$ cat src/rtl/lsu_pkg.sv
// rtl/lsu_pkg.sv - shared types and constants for the load/store controller
package lsu_pkg;

  typedef enum logic [1:0] {
    IDLE   = 2'd0,
    REQ    = 2'd1,
    WAIT_R = 2'd2,
    RESP   = 2'd3
  } lsu_state_e;

  localparam logic [2:0] SZ_B  = 3'b000;
  localparam logic [2:0] SZ_H  = 3'b001;
  localparam logic [2:0] SZ_W  = 3'b010;
  localparam logic [2:0] SZ_BU = 3'b100;
  localparam logic [2:0] SZ_HU = 3'b101;

  localparam logic [3:0] STRB_B = 4'b0001;
  localparam logic [3:0] STRB_H = 4'b0011;
  localparam logic [3:0] STRB_W = 4'b1111;

endpackage

$ cat src/rtl/lsu_align.sv
// rtl/lsu_align.sv - byte-lane steering, strobes, load extension and alignment check
module lsu_align
  import lsu_pkg::*;
(
  input  logic [2:0]  size,
  input  logic [1:0]  addr_lo,
  input  logic [31:0] wdata_in,
  input  logic [31:0] rdata_in,
  output logic [3:0]  wstrb,
  output logic [31:0] wdata_out,
  output logic [31:0] rdata_out,
  output logic        misaligned
);

  logic [7:0]  rbyte;
  logic [15:0] rhalf;

  always_comb begin
    case (addr_lo)
      2'd0:    rbyte = rdata_in[7:0];
      2'd1:    rbyte = rdata_in[15:8];
      2'd2:    rbyte = rdata_in[23:16];
      default: rbyte = rdata_in[31:24];
    endcase
    rhalf = addr_lo[1] ? rdata_in[31:16] : rdata_in[15:0];

    wstrb      = 4'b0000;
    wdata_out  = wdata_in;
    rdata_out  = rdata_in;
    misaligned = 1'b0;
    case (size)
      SZ_B, SZ_BU: begin
        wstrb     = STRB_B << addr_lo;
        wdata_out = {4{wdata_in[7:0]}};
        rdata_out = {{24{(size == SZ_B) & rbyte[7]}}, rbyte};
      end
      SZ_H, SZ_HU: begin
        wstrb      = STRB_H << {addr_lo[1], 1'b0};
        wdata_out  = {2{wdata_in[15:0]}};
        rdata_out  = {{16{(size == SZ_H) & rhalf[15]}}, rhalf};
        misaligned = addr_lo[0];
      end
      SZ_W: begin
        wstrb      = STRB_W;
        misaligned = |addr_lo;
      end
      // Reserved funct3 codes are rejected the same way as misaligned accesses.
      default: misaligned = 1'b1;
    endcase
  end

endmodule

$ cat src/rtl/lsu_ctrl.sv
// rtl/lsu_ctrl.sv - single-outstanding load/store initiator toward data memory
module lsu_ctrl
  import lsu_pkg::*;
#(
  parameter int ADDR_W  = 32,
  parameter int DATA_W  = 32,
  parameter int TIMEOUT = 255
) (
  input  logic              clock,
  input  logic              reset_n,
  input  logic              ex_valid,
  output logic              ex_ready,
  input  logic              ex_wr,
  input  logic [2:0]        ex_size,
  input  logic [ADDR_W-1:0] ex_addr,
  input  logic [DATA_W-1:0] ex_wdata,
  output logic              ex_done,
  output logic [DATA_W-1:0] ex_rdata,
  output logic              ex_err,
  output logic              mem_valid,
  input  logic              mem_ready,
  output logic              mem_wr,
  output logic [ADDR_W-1:0] mem_addr,
  output logic [DATA_W-1:0] mem_wdata,
  output logic [3:0]        mem_wstrb,
  input  logic              mem_rvalid,
  input  logic [DATA_W-1:0] mem_rdata
);

  localparam int CNT_W = $clog2(TIMEOUT + 2);

  lsu_state_e       state;
  logic [2:0]       size_q;
  logic [1:0]       addr_lo_q;
  logic [CNT_W-1:0] cnt;
  logic [CNT_W-1:0] cnt_nxt;

  logic [3:0]  req_wstrb;
  logic [31:0] req_wdata;
  logic        req_mis;
  logic [31:0] req_rdata_unused;
  logic [31:0] rsp_rdata;
  logic [3:0]  rsp_wstrb_unused;
  logic [31:0] rsp_wdata_unused;
  logic        rsp_mis_unused;

  // Request side works on the live execute inputs; response side on the latched op.
  lsu_align u_align_req (
    .size       (ex_size),
    .addr_lo    (ex_addr[1:0]),
    .wdata_in   (ex_wdata),
    .rdata_in   (mem_rdata),
    .wstrb      (req_wstrb),
    .wdata_out  (req_wdata),
    .rdata_out  (req_rdata_unused),
    .misaligned (req_mis)
  );

  lsu_align u_align_rsp (
    .size       (size_q),
    .addr_lo    (addr_lo_q),
    .wdata_in   (32'h0),
    .rdata_in   (mem_rdata),
    .wstrb      (rsp_wstrb_unused),
    .wdata_out  (rsp_wdata_unused),
    .rdata_out  (rsp_rdata),
    .misaligned (rsp_mis_unused)
  );

  assign cnt_nxt = cnt + 1'b1;

  always_ff @(posedge clock or negedge reset_n) begin
    if (!reset_n) begin
      state     <= IDLE;
      ex_ready  <= 1'b1;
      ex_done   <= 1'b0;
      ex_err    <= 1'b0;
      ex_rdata  <= '0;
      mem_valid <= 1'b0;
      mem_wr    <= 1'b0;
      mem_addr  <= '0;
      mem_wdata <= '0;
      mem_wstrb <= '0;
      size_q    <= SZ_B;
      addr_lo_q <= 2'b00;
      cnt       <= '0;
    end else begin
      ex_done <= 1'b0;
      case (state)
        IDLE: begin
          if (ex_valid && ex_ready) begin
            ex_ready  <= 1'b0;
            size_q    <= ex_size;
            addr_lo_q <= ex_addr[1:0];
            if (req_mis) begin
              state    <= RESP;
              ex_done  <= 1'b1;
              ex_err   <= 1'b1;
              ex_rdata <= '0;
            end else begin
              state     <= REQ;
              mem_valid <= 1'b1;
              mem_wr    <= ex_wr;
              mem_addr  <= {ex_addr[ADDR_W-1:2], 2'b00};
              mem_wdata <= req_wdata;
              mem_wstrb <= req_wstrb;
            end
          end
        end
        REQ: begin
          if (mem_ready) begin
            mem_valid <= 1'b0;
            cnt       <= '0;
            if (mem_wr) begin
              state    <= RESP;
              ex_done  <= 1'b1;
              ex_err   <= 1'b0;
              ex_rdata <= '0;
            end else begin
              state <= WAIT_R;
            end
          end
        end
        WAIT_R: begin
          if (mem_rvalid) begin
            state    <= RESP;
            ex_done  <= 1'b1;
            ex_err   <= 1'b0;
            ex_rdata <= rsp_rdata;
          end else begin
            cnt <= cnt_nxt;
            if (TIMEOUT != 0 && cnt_nxt == CNT_W'(TIMEOUT)) begin
              state    <= RESP;
              ex_done  <= 1'b1;
              ex_err   <= 1'b1;
              ex_rdata <= '0;
            end
          end
        end
        RESP: begin
          state    <= IDLE;
          ex_ready <= 1'b1;
        end
        default: state <= IDLE;
      endcase
    end
  end

endmodule

$ cat config.mk
export PLATFORM = sky130hd
export DESIGN_NAME = lsu_ctrl
export DESIGN_NICKNAME = d
export VERILOG_FILES = /design/src/rtl/lsu_pkg.sv /design/src/rtl/lsu_align.sv /design/src/rtl/lsu_ctrl.sv
export SDC_FILE = /design/constraint.sdc
export NUM_CORES = 1
export LEC_CHECK = 0
export BUFFER_PORTS_ARGS = -buffer_cell sky130_fd_sc_hd__buf_4
export CAP_MARGIN = 20
export CORE_MARGIN = 2
export CORE_UTILIZATION = 50
export DETAILED_ROUTE_END_ITERATION = 7
export PLACE_DENSITY_LB_ADDON = 0.12
export SLEW_MARGIN = 10
export SYNTH_ARGS = -nofsm -noshare
export SYNTH_HDL_FRONTEND = slang
export SYNTH_SLANG_ARGS = --single-unit
$ cat constraint.sdc
create_clock -name clock -period 3.1 [get_ports clock]
set_input_delay 0.155 -clock clock [delete_from_list [all_inputs] [get_ports clock]]
set_output_delay 0.155 -clock clock [all_outputs]
set_load 0.03 [all_outputs]
# Word-level counts from Yosys, hierarchy flattened
# Cells that the tools add are included.
# totals
in_bits,105
output_inout_bits,105
register_bits,119
wordCells,103
# classes
n_eq_ne,20
n_mux,43
n_reduce_logical,21
add_sub_neg,1
n_shift,2
n_bitwise,3
# op_table
operator,n
32-bit 2-to-1 mux,6
32-bit case mux with 2 select lines,2
32-bit case mux with 3 select lines,1
8-bit case mux with 3 select lines,1
9-bit 2-to-1 mux,2
9-bit case mux with 2 select lines,1
1-bit 2-to-1 mux,17
16-bit 2-to-1 mux,1
"3-bit == test, second input constant",4
"2-bit != test, second input constant",6
4-bit case mux with 3 select lines,1
2-bit 2-to-1 mux,5
2-bit OR reduction,5
"9-bit by 1-bit adder with 9-bit output, second input constant",1
"9-bit by 8-bit == test with 1-bit output, second input constant",1
1-bit case mux with 3 select lines,3
3-bit AND reduction,3
2-bit case mux with 4 select lines,1
"2-bit == test, second input constant",3
"3-bit by 1-bit == test with 1-bit output, second input constant",2
3-bit zero test,2
6-bit AND reduction,1
2-bit nonzero test,3
"2-bit by 1-bit == test with 1-bit output, second input constant",2
other kinds (12),16

# Longest topological paths before layout
# depth
depth_word,6
mapped_depth,9
ltp_nobuf,7

# Modules after synthesis
# From an unflattened synthesis, not the netlist that was laid out.
# hier_totals
cells_unflattened,686
hier_area_um2,7438.4
# modules_own_cells
mod,seq_area_each_um2,area_per_inst_um2,instances,cells_each
lsu_ctrl,2979.1,4858.4,1,342
lsu_align,0.0,1290.0,2,172

# Least setup slack after synthesis
# Ideal clock, no wire load.
# synth_path
path_kind,register -> register
start,register state[0]
end,register ex_rdata[21]
n_path_buf,2
arrival_time_ns,2.107
slack_ns,0.926
synth_period_minus_slack_ns,2.174
setup_ns,0.066
t_required_ns,3.034
path_stages_with_launch,10
path_cell_list,dfrtp_1 -> inv_1 -> ha_1 -> nand3_2 -> or3_4 -> a211oi_4 -> nor2b_1 -> buf_4 -> buf_6 -> a22o_1
# synth_between
elab_chain_len,3
word_cells_on_any_way,11
classes_between,eq/ne: 7; mux: 1; reduce/logical: 3
# synth_rtl
element,line,source
"start, declared",lsu_ctrl.sv:32,lsu_state_e state;
"start signal, assigned",lsu_ctrl.sv:74,state <= IDLE;
"start signal, assigned",lsu_ctrl.sv:96,state <= RESP;
"start signal, assigned",lsu_ctrl.sv:101,state <= REQ;
2-bit == test (tied with other cells),lsu_ctrl.sv:89,case (state)
3-bit != test (no line) (tied with other cells),n/a,
6-bit AND reduction (no line),n/a,
"end signal, assigned",lsu_ctrl.sv:129,ex_rdata <= rsp_rdata;
"end, declared",lsu_ctrl.sv:18,"output logic [DATA_W-1:0] ex_rdata,"
# Several ways; a longest one is shown, not always the timed one.
# A chain may end at the register's enable or synchronous reset.

# Final worst setup path
# layout_path
start,register state[0]
end,register ex_rdata[16]
# Same word-level chain as after synthesis.

==> results.md <==
- Vias in the first global route: 5204
- Share of cells above drive strength 1: 36.81%
- Fin cells: 906
- Ys async rst share: 100.0%
- N_diodes: 0
- Deepest clock path buffer count: 2
- Number of enable flip-flop cells after synthesis: 0
- DPL Wire Length: 11070 um
- Reg clk slew, reported paths: 60 ps
- CTS Root Cell: clkbuf_16
- Synth Area in XOR/XNOR: 0.6148%
- Slew at the pin closest to its max-slew limit: 935.2 ps
- DP Worst Slack: roughly 640 ps
- Dominant synthesized flop cell: dfrtp_1
- Max FO, Critical Path: 18
- CTS tree: done
- Largest net degree at the start of global routing: 81
- Mapped Area: 0.005698 mm^2
- Synth area leaders: dfrtp_1, mux2_2, mux2i_1
- Crit end category: flop
- Die Wd: 110.8 um
- Sink Count: 119
- Max-Cap Viols: 0
- Peak Freq: 401.9 MHz
- Core Region: 0.01098 mm^2
- Yosys warns: 0
- Vias post-DR: ~5000
- Max_slew headroom: 37.42%
- Placed cell area: 0.007325 mm^2
- Max IR drop VDD: around 700 uV
- Post-synth top area cell: dfrtp_1
- Row Count: 38
- Slowest stage delay, CP: about 400 ps
- Adder-cell area share of the yosys netlist: under 10%
- Status: finished clean
- Fin. Hold Viols: 0
- Routed Antenna Nets: 0
- First-pass GRT wire length: between 20000 and 30000 um
- Final Max Slew Viols: 0
- Critical path cell sequence: inv_1 > ha_1 > nand3_2 > or3_4 > a211oi_4 > buf_4 > nor2b_1 > buf_4 > a22o_1
- Reg-to-reg slack, setup: 610 ps
- Gr ovfl total: 0
- Min cycle time layout: 2488 ps
- Synth Area in Compound Gates: 17.44%
- Die height: 110.8 um
- Final setup vio count: 0
- Tcrit/Tclk final: between 80% and 90%
- Initial DRC count: 326
- Cell mode on critical path: buf_4
- Initial Util: 51.88%
- Nets@finish: 865
- LEAKAGE: 4.089 nW
- Unrepaired setup endpoints after global routing: no
- Post-CTS setup buffers: 0
- H-tree levels: 4
- CP startpoint kind: flop
- Worst Path Arrival: around 2800 ps
- Avg Cell Area, Syn: 11.17 um^2
- Synth unique cells: 47
- Worst path slowest cell: dfrtp_1
- DR WL/cell: 18.28 um
- CTS Buf Count: 17
- Port-buffer cells: 207
- Initial antenna violation count: 0
- Drt pass-1 iters: 7
- Worst skew pair latency: approximately 420 ps
- Clock Skews: 4.532 ps
- Final Routed Wirelength: 16560 um
- DIE AREA: 0.01227 mm^2
- Worst setup margin: about 610 ps
- Vias/cell: 5.520
- Synth Instances: 510
- Worst setup path class: reg -> reg
- CP required: 3450 ps
- Fillcell total: 728
- Multiplexer area fraction after synthesis: between 10% and 20%
- Hold crit path type: in -> reg
- GRT Total Usage: 27.56%
- Drc violations: 0
- Layout area overhead: 46.86%
- Seq/Total Area, Yosys: 52.28%
- GP Congestion: 0.8862
- Final instance area: 0.008368 mm^2
- Power per Cell Area: ~1100 mW/mm^2
- Placed cell count: 832
- I/O Pins: between 200 and 250
- Synth top area share: between 50% and 60%
- Simple-Gate Fraction of Synth Area: 10.89%
- Synthesis-stage register bit count: 119
- Setup TNS: 0 ps
- Main combinational cell family by area after synthesis: compound AO/OA/AOI/OAI gates
## cell usage in the layout, fill, tap and decap left out, types with 2 or more instances in the layout
cell type / synthesis / layout
dlygate4sd3_1: 0 / 41
a21oi_1: 20 / 20
inv_1: 5 / 5
a21boi_0: 2 / 2
o22a_1: 7 / 7
nand3_1: 6 / 6
a31oi_1: 3 / 3
mux2_1: 17 / 17
conb_1: 1 / 2
dfrtp_1: 118 / 118
buf_4: 4 / 213
nor2b_1: 4 / 4
mux2i_1: 29 / 29
clkinvlp_4: 0 / 2
ha_1: 7 / 7
o21ai_1: 9 / 9
clkbuf_16: 0 / 17
nor2_1: 24 / 24
clkbuf_8: 0 / 6
a2bb2oi_1: 16 / 16
nand2b_1: 31 / 31
clkbuf_1: 17 / 2
clkinv_2: 0 / 3
mux2_2: 27 / 27
a22o_1: 33 / 33
bufinv_16: 0 / 2
o21ai_0: 42 / 42
xor2_1: 3 / 3
o31ai_1: 2 / 2
nor3b_1: 2 / 2
o41ai_1: 2 / 2
nand2_1: 48 / 48
a211oi_4: 2 / 2
## where the power goes
part,internal (mW),switching (mW)
registers,2.20,0.533
logic,1.66,2.45
clock network,1.31,0.683
## area by class of cell
class	count	area (um^2)	share of cell area (%)
flip-flops and latches	119	2979	35.60
multi-input cells	354	2532	30.26
clock inverters	7	90.09	1.077
clock buffers	25	515.5	6.160
well taps	140	175.2	2.093
repair buffers	256	2057	24.58
inverters	5	18.77	0.2243
## logic make-up (layout without fill, tap and decap cells)
kind of cell               after synthesis  count (layout)
xor gates and xnor gates                 4               4
muxes                                   73              73
adders and majority gates                7               7
DFF                                    119             119
other                                    1               2
AOI/OAI and AO/OA                      143             143
buffers and inverters                   38             293
and+or+nand+nor                        125             125
## per-stage QoR
stage	util [%]	hold slack [ps]	power, mW
after floorplan	-	-140.6	5.294
after global placement	66.69	366.9	6.629
after detailed placement	66.69	374.1	6.769
after CTS	75.94	6.086	8.832
after global routing	76.19	17.96	9.293
final	76.19	16.91	8.831
## per-layer routing
metal | track usage [%] | part of all wire [%]
met3 | 11.21 | 8.8
met1 | 31.21 | 39
met4 | 9.250 | 1.7
met2 | 47.32 | 51
met5 | 0 | 0
## synthesized netlist by cell type, types with 2 or more instances
| library cell | n |
|---|---|
| dfrtp_1 | 118 |
| nand2_1 | 48 |
| o21ai_0 | 42 |
| a22o_1 | 33 |
| nand2b_1 | 31 |
| mux2i_1 | 29 |
| mux2_2 | 27 |
| nor2_1 | 24 |
| a21oi_1 | 20 |
| clkbuf_1 | 17 |
| mux2_1 | 17 |
| a2bb2oi_1 | 16 |
| o21ai_1 | 9 |
| ha_1 | 7 |
| o22a_1 | 7 |
| nand3_1 | 6 |
| inv_1 | 5 |
| buf_1 | 4 |
| buf_2 | 4 |
| buf_4 | 4 |
| buf_6 | 4 |
| nor2b_1 | 4 |
| a31oi_1 | 3 |
| xor2_1 | 3 |
| a211oi_4 | 2 |
| a21boi_0 | 2 |
| nor3b_1 | 2 |
| o31ai_1 | 2 |
| o41ai_1 | 2 |
## state kept, by name (all words and copies together), names as in the netlist
signal,cells
ex_ready,1
mem_wdata,32
mem_wr,1
ex_err,1
ex_done,1
mem_valid,1
size_q,3
mem_addr,30
addr_lo_q,2
cnt,9
state,2
ex_rdata,32
mem_wstrb,4
## worst max-delay path, delay by kind of cell, from the launching register on
kind            cells  cell delay (ps)
compound gates      2              360
buf+inv             3              630
simple gates        3              750
fa+ha+maj           1              280
flops               1              400
## what timing repair did
action / in CTS / in global routing
hold buffers: 41 / 0
endpoints found under the hold margin: 116 / 0
resized for setup: 0 / 0
## worst paths after layout
path	to	depth (start not counted)	start
min in group asynchronous	ex_rdata[28]$_DFFE_PN0P_	2	reset_n
worst min-delay path	mem_wdata[0]$_DFFE_PN0P_	2	ex_wdata[0]
worst min register to register	mem_wdata[25]$_DFFE_PN0P_	2	mem_wdata[25]$_DFFE_PN0P_
max in group asynchronous	mem_wdata[31]$_DFFE_PN0P_	4	reset_n
worst max register to register	ex_rdata[16]$_DFFE_PN0P_	9	state[0]$_DFFE_PN0P_
worst max-delay path	ex_rdata[16]$_DFFE_PN0P_	9	state[0]$_DFFE_PN0P_
Power figures use the tool's default switching activity.
